$ cat src/rtl/csr_trap_seq_pkg.sv
// Shared definitions for the machine-mode trap/mret sequencer: states, CSR indices,
// and mstatus bit positions.
package csr_trap_seq_pkg;

    typedef enum logic [2:0] {
        IDLE      = 3'd0,
        TR_EPC    = 3'd1,
        TR_CAUSE  = 3'd2,
        TR_STATUS = 3'd3,
        MR_STATUS = 3'd4,
        REDIR     = 3'd5
    } state_t;

    localparam int unsigned CSR_IDX_W = 12;

    localparam logic [CSR_IDX_W-1:0] CSR_MSTATUS = 12'h300;
    localparam logic [CSR_IDX_W-1:0] CSR_MEPC    = 12'h341;
    localparam logic [CSR_IDX_W-1:0] CSR_MCAUSE  = 12'h342;

    localparam int unsigned MSTATUS_MIE    = 3;
    localparam int unsigned MSTATUS_MPIE   = 7;
    localparam int unsigned MSTATUS_MPP_LO = 11;
    localparam int unsigned MSTATUS_MPP_HI = 12;

endpackage

$ cat src/rtl/csr_trap_target.sv
// Trap vector computation from mtvec and the latched cause.
// Vectored interrupt mode is compiled in only when CSR_TRAP_VECTORED_EN is defined.
module csr_trap_target #(
    parameter int unsigned XLEN = 64
) (
    input  logic [XLEN-1:0] mtvec_q,
    input  logic [XLEN-1:0] cause,
    output logic [XLEN-1:0] vector_pc
);

    logic [XLEN-1:0] base;
    logic            unused_cause;

    assign base = mtvec_q & ~XLEN'(3);

`ifdef CSR_TRAP_VECTORED_EN
    // Only interrupts are vectored; synchronous exceptions always land on base.
    logic vectored;
    assign vectored  = (mtvec_q[1:0] == 2'b01) && cause[XLEN-1];
    assign vector_pc = vectored ? base + (XLEN'(cause[5:0]) << 2) : base;
`else
    assign vector_pc = base;
`endif

    assign unused_cause = ^cause;

endmodule

$ cat src/rtl/csr_trap_seq.sv
// Trap-entry / mret sequencer and single write-port arbiter for the M-mode CSR file.
// Optional vectored trap mode: define CSR_TRAP_VECTORED_EN.
module csr_trap_seq
    import csr_trap_seq_pkg::*;
#(
    parameter int unsigned XLEN = 64,
    parameter int unsigned IDXW = 12
) (
    input  logic            clk,
    input  logic            rst,
    input  logic            inst_valid,
    input  logic            csr_wr_req,
    input  logic [IDXW-1:0] csr_wr_index,
    input  logic [XLEN-1:0] csr_wr_data,
    output logic            csr_wr_gnt,
    input  logic            trap_req,
    input  logic [XLEN-1:0] trap_cause,
    input  logic [XLEN-1:0] trap_pc,
    input  logic            mret_req,
    input  logic [XLEN-1:0] mstatus_q,
    input  logic [XLEN-1:0] mtvec_q,
    input  logic [XLEN-1:0] mepc_q,
    output logic            csr_we,
    output logic [IDXW-1:0] csr_waddr,
    output logic [XLEN-1:0] csr_wdata,
    output logic            stall,
    output logic            redirect_valid,
    output logic [XLEN-1:0] redirect_pc
);

    state_t          state_q, state_d;
    logic [XLEN-1:0] cause_r, cause_d;
    logic [XLEN-1:0] pc_r, pc_d;
    logic [XLEN-1:0] tgt_r, tgt_d;
    logic [XLEN-1:0] vec_pc;
    logic [XLEN-1:0] status_trap;
    logic [XLEN-1:0] status_mret;

    logic            gnt_c;
    logic            we_c;
    logic [IDXW-1:0] waddr_c;
    logic [XLEN-1:0] wdata_c;
    logic            redir_c;
    logic [XLEN-1:0] redir_pc_c;

    csr_trap_target #(
        .XLEN (XLEN)
    ) u_target (
        .mtvec_q   (mtvec_q),
        .cause     (cause_r),
        .vector_pc (vec_pc)
    );

    // mstatus images written on trap entry and on mret
    always_comb begin
        status_trap = mstatus_q;
        status_trap[MSTATUS_MPIE] = mstatus_q[MSTATUS_MIE];
        status_trap[MSTATUS_MIE]  = 1'b0;
        status_trap[MSTATUS_MPP_HI:MSTATUS_MPP_LO] = 2'b11;

        status_mret = mstatus_q;
        status_mret[MSTATUS_MIE]  = mstatus_q[MSTATUS_MPIE];
        status_mret[MSTATUS_MPIE] = 1'b1;
        status_mret[MSTATUS_MPP_HI:MSTATUS_MPP_LO] = 2'b11;
    end

    always_ff @(posedge clk) begin
        if (rst) begin
            state_q <= IDLE;
            cause_r <= '0;
            pc_r    <= '0;
            tgt_r   <= '0;
        end else begin
            state_q <= state_d;
            cause_r <= cause_d;
            pc_r    <= pc_d;
            tgt_r   <= tgt_d;
        end
    end

    // Next state, latched trap context and raw write-port/redirect drive
    always_comb begin
        state_d    = state_q;
        cause_d    = cause_r;
        pc_d       = pc_r;
        tgt_d      = tgt_r;
        gnt_c      = 1'b0;
        we_c       = 1'b0;
        waddr_c    = '0;
        wdata_c    = '0;
        redir_c    = 1'b0;
        redir_pc_c = '0;

        case (state_q)
            IDLE: begin
                if (trap_req) begin
                    cause_d = trap_cause;
                    pc_d    = trap_pc;
                    state_d = TR_EPC;
                end else if (mret_req) begin
                    state_d = MR_STATUS;
                end else if (csr_wr_req && inst_valid) begin
                    gnt_c   = 1'b1;
                    we_c    = 1'b1;
                    waddr_c = csr_wr_index;
                    wdata_c = csr_wr_data;
                end
            end
            TR_EPC: begin
                we_c    = 1'b1;
                waddr_c = IDXW'(CSR_MEPC);
                wdata_c = pc_r & ~XLEN'(3);
                state_d = TR_CAUSE;
            end
            TR_CAUSE: begin
                we_c    = 1'b1;
                waddr_c = IDXW'(CSR_MCAUSE);
                wdata_c = cause_r;
                state_d = TR_STATUS;
            end
            TR_STATUS: begin
                we_c    = 1'b1;
                waddr_c = IDXW'(CSR_MSTATUS);
                wdata_c = status_trap;
                tgt_d   = vec_pc;
                state_d = REDIR;
            end
            MR_STATUS: begin
                we_c    = 1'b1;
                waddr_c = IDXW'(CSR_MSTATUS);
                wdata_c = status_mret;
                tgt_d   = mepc_q;
                state_d = REDIR;
            end
            REDIR: begin
                redir_c    = 1'b1;
                redir_pc_c = tgt_r;
                state_d    = IDLE;
            end
            default: begin
                state_d = IDLE;
            end
        endcase
    end

    // Everything is forced quiet while reset is held
    assign csr_wr_gnt     = gnt_c & ~rst;
    assign csr_we         = we_c & ~rst;
    assign csr_waddr      = rst ? '0 : waddr_c;
    assign csr_wdata      = rst ? '0 : wdata_c;
    assign redirect_valid = redir_c & ~rst;
    assign redirect_pc    = rst ? '0 : redir_pc_c;
    assign stall          = ~rst & ((state_q != IDLE) | trap_req | mret_req);

endmodule

$ cat config.mk
export PLATFORM = sky130hd
export DESIGN_NAME = csr_trap_seq
export DESIGN_NICKNAME = d
export VERILOG_FILES = /design/src/rtl/csr_trap_seq_pkg.sv /design/src/rtl/csr_trap_target.sv /design/src/rtl/csr_trap_seq.sv
export SDC_FILE = /design/constraint.sdc
export NUM_CORES = 1
export LEC_CHECK = 0
export CAP_MARGIN = 30
export CORE_AREA = 2 2 214 216
export CTS_CLUSTER_DIAMETER = 30
export DETAILED_ROUTE_END_ITERATION = 8
export DIE_AREA = 0 0 216 218
export PLACE_DENSITY_LB_ADDON = 0.08
export SLEW_MARGIN = 20
export SYNTH_ARGS = -nofsm -noshare
export SYNTH_HDL_FRONTEND = slang
export SYNTH_HIERARCHICAL = 1
export SYNTH_SLANG_ARGS = --single-unit
$ cat constraint.sdc
create_clock -name clk -period 4.3 [get_ports clk]
set_input_delay 0.86 -clock clk [delete_from_list [all_inputs] [get_ports clk]]
set_output_delay 0.86 -clock clk [all_outputs]
set_load 0.02 [all_outputs]
== Word level (Yosys, flattened, before mapping) ==
Index checks and enable logic that the tools add are counted.

* Register bits: 195
* Input bits: 402
* Word-level logic and storage cells: 46
* Output and inout port bits: 144

* Bitwise operators: 7
* Reduce and logical (&&, ||, !) cells: 7
* Multiplexer cells: 22
* Equal/unequal tests: 6

{| class="wikitable"
|+ Operators by type and width
! operator !! count
|-
| $mux 64 || 6
|-
| $pmux 64 s5 || 1
|-
| $pmux 64 s2 || 1
|-
| $mux 12 || 4
|-
| $pmux 12 s4 || 1
|-
| $pmux 3 s4 || 1
|-
| $eq 3x2->1 const B || 2
|-
| $eq 3x3->1 const B || 2
|-
| $mux 3 || 2
|-
| $mux 1 || 5
|-
| $and 1x1->1 || 4
|-
| $reduce_or 4->1 || 1
|-
| $eq 3x1->1 const B || 1
|-
| $logic_not 3->1 || 1
|-
| $ne 3x3->1 const B || 1
|-
| $reduce_bool 3->1 || 1
|-
| $or 1x1->1 || 2
|-
| $pmux 1 s2 || 1
|-
| $reduce_and 2->1 || 1
|-
| $reduce_bool 2->1 || 1
|-
| $reduce_or 2->1 || 1
|-
| $logic_and 1x1->1 || 1
|-
| $not 1->1 || 1
|}

== Logic depth before layout (Yosys ltp) ==
* Word-level depth: 6
* Gate-level depth with buffers: 7
* Gate-level depth less buffers: 3

== Cells and area by module ==
The synthesis kept the hierarchy.

{| class="wikitable"
|+ By module, submodules not included
! module !! cells an instance !! seq. area each (um^2) !! times used !! area an instance (um^2)
|-
| csr_trap_seq || 1438 || 3863.7 || 1 || 10770.3
|-
| csr_trap_target || 65 || 0.0 || 1 || 484.2
|}

== Worst setup path after synthesis ==
Ideal clock, no wire load.

* Kind: input to output
* Start: in trap_req
* End: out csr_wdata[10]
* Arrival time: 2.118 ns
* Setup slack: 1.322 ns
* Required time: 3.440 ns
* Buffers on the path: 2
* Cell stages on the path: 5
* Cells stage by stage: nor4bb_1 clkbuf_1 buf_1 nand3_1 a31oi_1

* Word-level cells in the longest chain between the ends: 3

{| class="wikitable"
|+ Ends and longest elaborated chain
! element !! line !! source
|-
| from (decl) || csr_trap_seq.sv:16 || <nowiki>input logic trap_req,</nowiki>
|-
| $mux 64 || csr_trap_seq.sv:96 || <nowiki>if (trap_req) begin</nowiki>
|-
| $pmux 64 s5 || csr_trap_seq.sv:94 || <nowiki>case (state_q)</nowiki>
|-
| $mux 64 || csr_trap_seq.sv:150 || <nowiki>assign csr_wdata = rst ? '0 : wdata_c;</nowiki>
|-
| to (decl) || csr_trap_seq.sv:25 || <nowiki>output logic [XLEN-1:0] csr_wdata,</nowiki>
|}

No other way between the ends.

== Worst setup path in the final report ==
* Start: in trap_req
* End: out csr_wdata[59]

The elaborated chain is that of the path after synthesis.

==> run_results.csv <==
group,metric,value,unit
clocking,root_buffer,"clkbuf_16",
yosys,postSynthAreaPerCell,7.488,um2
routing,antenna_left,0,
critical_path,worstPathMaxFanout,50,
grt,grt_pass1_wl,75420,um
yosys,synth_xor_area_share,0,%
critical_path,reg2reg_depth,5,
yosys,synth_compound_area_share,22.42,%
worst_hold_path,hold_class,"register to register",
critical_path,r2r_start,"state_q[2]",
placed_design,port_buffers,539,
critical_path,start_kind,"input port",
yosys,yosys-top-cells-area,"dfxtp_1 34%, nand2_1 15%, a21oi_1 6.9%, buf_4 5.1%, a311oi_2 4.7%",
clocking,post_cts_resized,0,
floorplanning,core_region_area,44890,um2
clocking,clk_path_buf_depth,2,
grt,grtUsageTotal,21.20,%
critical_path,timing.rr.end,"tgt_r[21]",
yosys,synth-edff-count,0,
finish,stdcell_count,2484,
grt,grt_antenna_before_repair,12,
floorplanning,start_util,25.07,%
finish,design_area,17180,um2
sta,grt_setup_unrepaired,"no",
grt,grt_pass1_vias,11780,
floorplanning,die-width,216,um
yosys,synthAdderAreaFrac,0,%
power_and_ir_drop,ir_drop,173.3,uV
sta,slew_violations,0,
yosys,syn_inst,1503,
placed_design,dpl_cell_area,16570,um2
yosys,yosysTopAreaCell,"dfxtp_1",
sta,finalHoldWorstSlack,0.4536,ns
sta,setup_viol,0,
yosys,syn-cell-area,11250,um2
clocking,clkTransAtPathRegs,0.07,ns
sta,slew_headroom,36.80,%
finish,drive_above_1_share,7.934,%
sta,hold_violations,0,
placed_design,gp_congestion,0.8140,
clocking,cts_max_level,4,
clocking,cts_buffers,17,
placed_design,placed_cells,2449,
routing,drtPass1Iterations,5,
sta,setup_tns,0,ns
sta,worst_pin_slew,0.9481,ns
critical_path,required,3.44,ns
clocking,clock-sinks,193,
sta,timing.final.crit_share,93.87,%
sta,setup_ws,0.2634,ns
finish,area_growth,52.62,%
placed_design,hpwl,35190,um
power_and_ir_drop,finalPower,5.730,mW
sta,period_needed,4.037,ns
power_and_ir_drop,power_density,333.6,nW/um2
routing,routed_wl,51370,um
yosys,synth_mux_area_share,5.892,%
critical_path,crit_type,"input port to output pin",
worst_hold_path,worstHoldStart,"pc_r[24]",
sta,timing.fmax,0.2477,GHz
critical_path,cp.arrival,3.18,ns
finish,final_core_util,38.26,%
grt,overflow,0,
finish,nets,2270,
clocking,cts_tree,"done",
yosys,synthFlopType,"dfxtp_1",
sta,fin_skew,0.005190,ns
yosys,synth_simple_gate_area_share,26.38,%
yosys,synthArstFlopShare,0,%
floorplanning,die_area,47090,um2
clocking,postCtsHoldBufs,0,
placed_design,pre_cts_slack,0.2422,ns
floorplanning,die_h,218,um
worst_hold_path,min_to,"pc_r[24]",
floorplanning,io_pins,546,
clocking,post_cts_buffers,0,
yosys,yosys-top-cells-count,"446 x nand2_1, 193 x dfxtp_1, 155 x a21oi_1",
yosys,synth_top_family_by_area,"simple AND/OR/NAND/NOR gates",
critical_path,end_kind,"output pin",
job,drv_cap,0,
yosys,ys_seq_area_share,34.33,%
critical_path,r2r_slack,1.34,ns
run_status,status,"completed",
routing,drcViolationCount,0,
routing,drt-initial-drc-count,578,
yosys,ys_seq_elements,193,
routing,vias,12090,
yosys,yosysTopAreaCellShare,34.33,%
worst_hold_path,holdPathStages,2,
floorplanning,core.rowCount,78,
yosys,synth_warnings,6,
clocking,worstSkewPairLatency,0.49,ns
routing,wl_per_cell,20.68,um
power_and_ir_drop,leakagePower,5.768,nW
grt,grt_max_degree,89,
yosys,synth_most_common_cell,"nand2_1",
yosys,synthDistinctLibCells,41,
routing,viasPerCell,4.868,
## flip-flops by register name, summed over array words and instances, names as in the netlist
name     flops
state_q      3
cause_r     64
pc_r        62
tgt_r       64
## cells in the final DEF (no fill, tap or decap), types with 3 or more instances in the layout
cell	count
a211o_1	19
a21oi_1	155
a311oi_1	29
a311oi_2	35
a31oi_1	62
a32oi_1	41
and2_1	71
buf_12	10
buf_4	15
clkbuf_16	18
clkbuf_8	5
clkdlybuf4s50_1	538
clkinv_2	3
dfxtp_1	191
diode_2	6
mux2_2	42
mux2i_1	19
nand2_1	446
nand3_1	69
nor2_1	6
nor2b_1	3
nor3_1	64
o21ai_0	4
or2_2	3
## per-layer routing
layer / GRT usage [%] / routed length, um / up-vias
met5: 0 / 84 / -
met4: 6.142 / 885 / 12
met3: 7.615 / 3820 / 52
met2: 34.53 / 24140 / 365
met1: 26.26 / 22440 / 5752
li1: - / - / 5910
## layout make-up
cell class | instances | area, um2
diodes | 6 | 15.01
clock buffers | 24 | 513.0
clock inverters | 5 | 75.07
fillers | 4735 | 27720
inverters | 2 | 7.507
multi-input cells | 1089 | 6223
flip-flops and latches | 193 | 3869
well taps | 600 | 750.7
repair buffers | 565 | 5723
## cells by family (layout without fill, tap and decap cells)
logic type / after synthesis / after routing
mux: 61 / 61
compound gates: 350 / 350
flops: 193 / 193
other cells: 1 / 8
buf+inv: 222 / 596
simple gates: 676 / 676
## critical path, stage by stage
cell	delay [ns]
clkdlybuf4s50_1	0.53
nor4bb_4	0.41
buf_12	0.27
nand3_1	0.12
a31oi_1	0.20
clkdlybuf4s50_1	0.69
## worst max path at each step
stage / from / end / slack [ns] / depth (start not counted)
finish: trap_req / csr_wdata[59] / 0.26 / 6
global route: trap_req / csr_wdata[59] / 0.1 / 6
CTS: state_q[1] / csr_wdata[29] / 0.09 / 5
detailed placement: trap_req / csr_wdata[29] / 0.24 / 6
global placement: trap_req / csr_wdata[29] / 0.25 / 6
floorplan: trap_req / csr_wdata[10] / 1.32 / 5
## where the power goes
part           switching (mW)  leakage [nW]  internal [mW]
sequential              0.132          1.58           1.99
combinational            1.02          3.89          0.887
clock                   0.759         0.293          0.940
No activity file was read; power rests on OpenSTA's default activity.
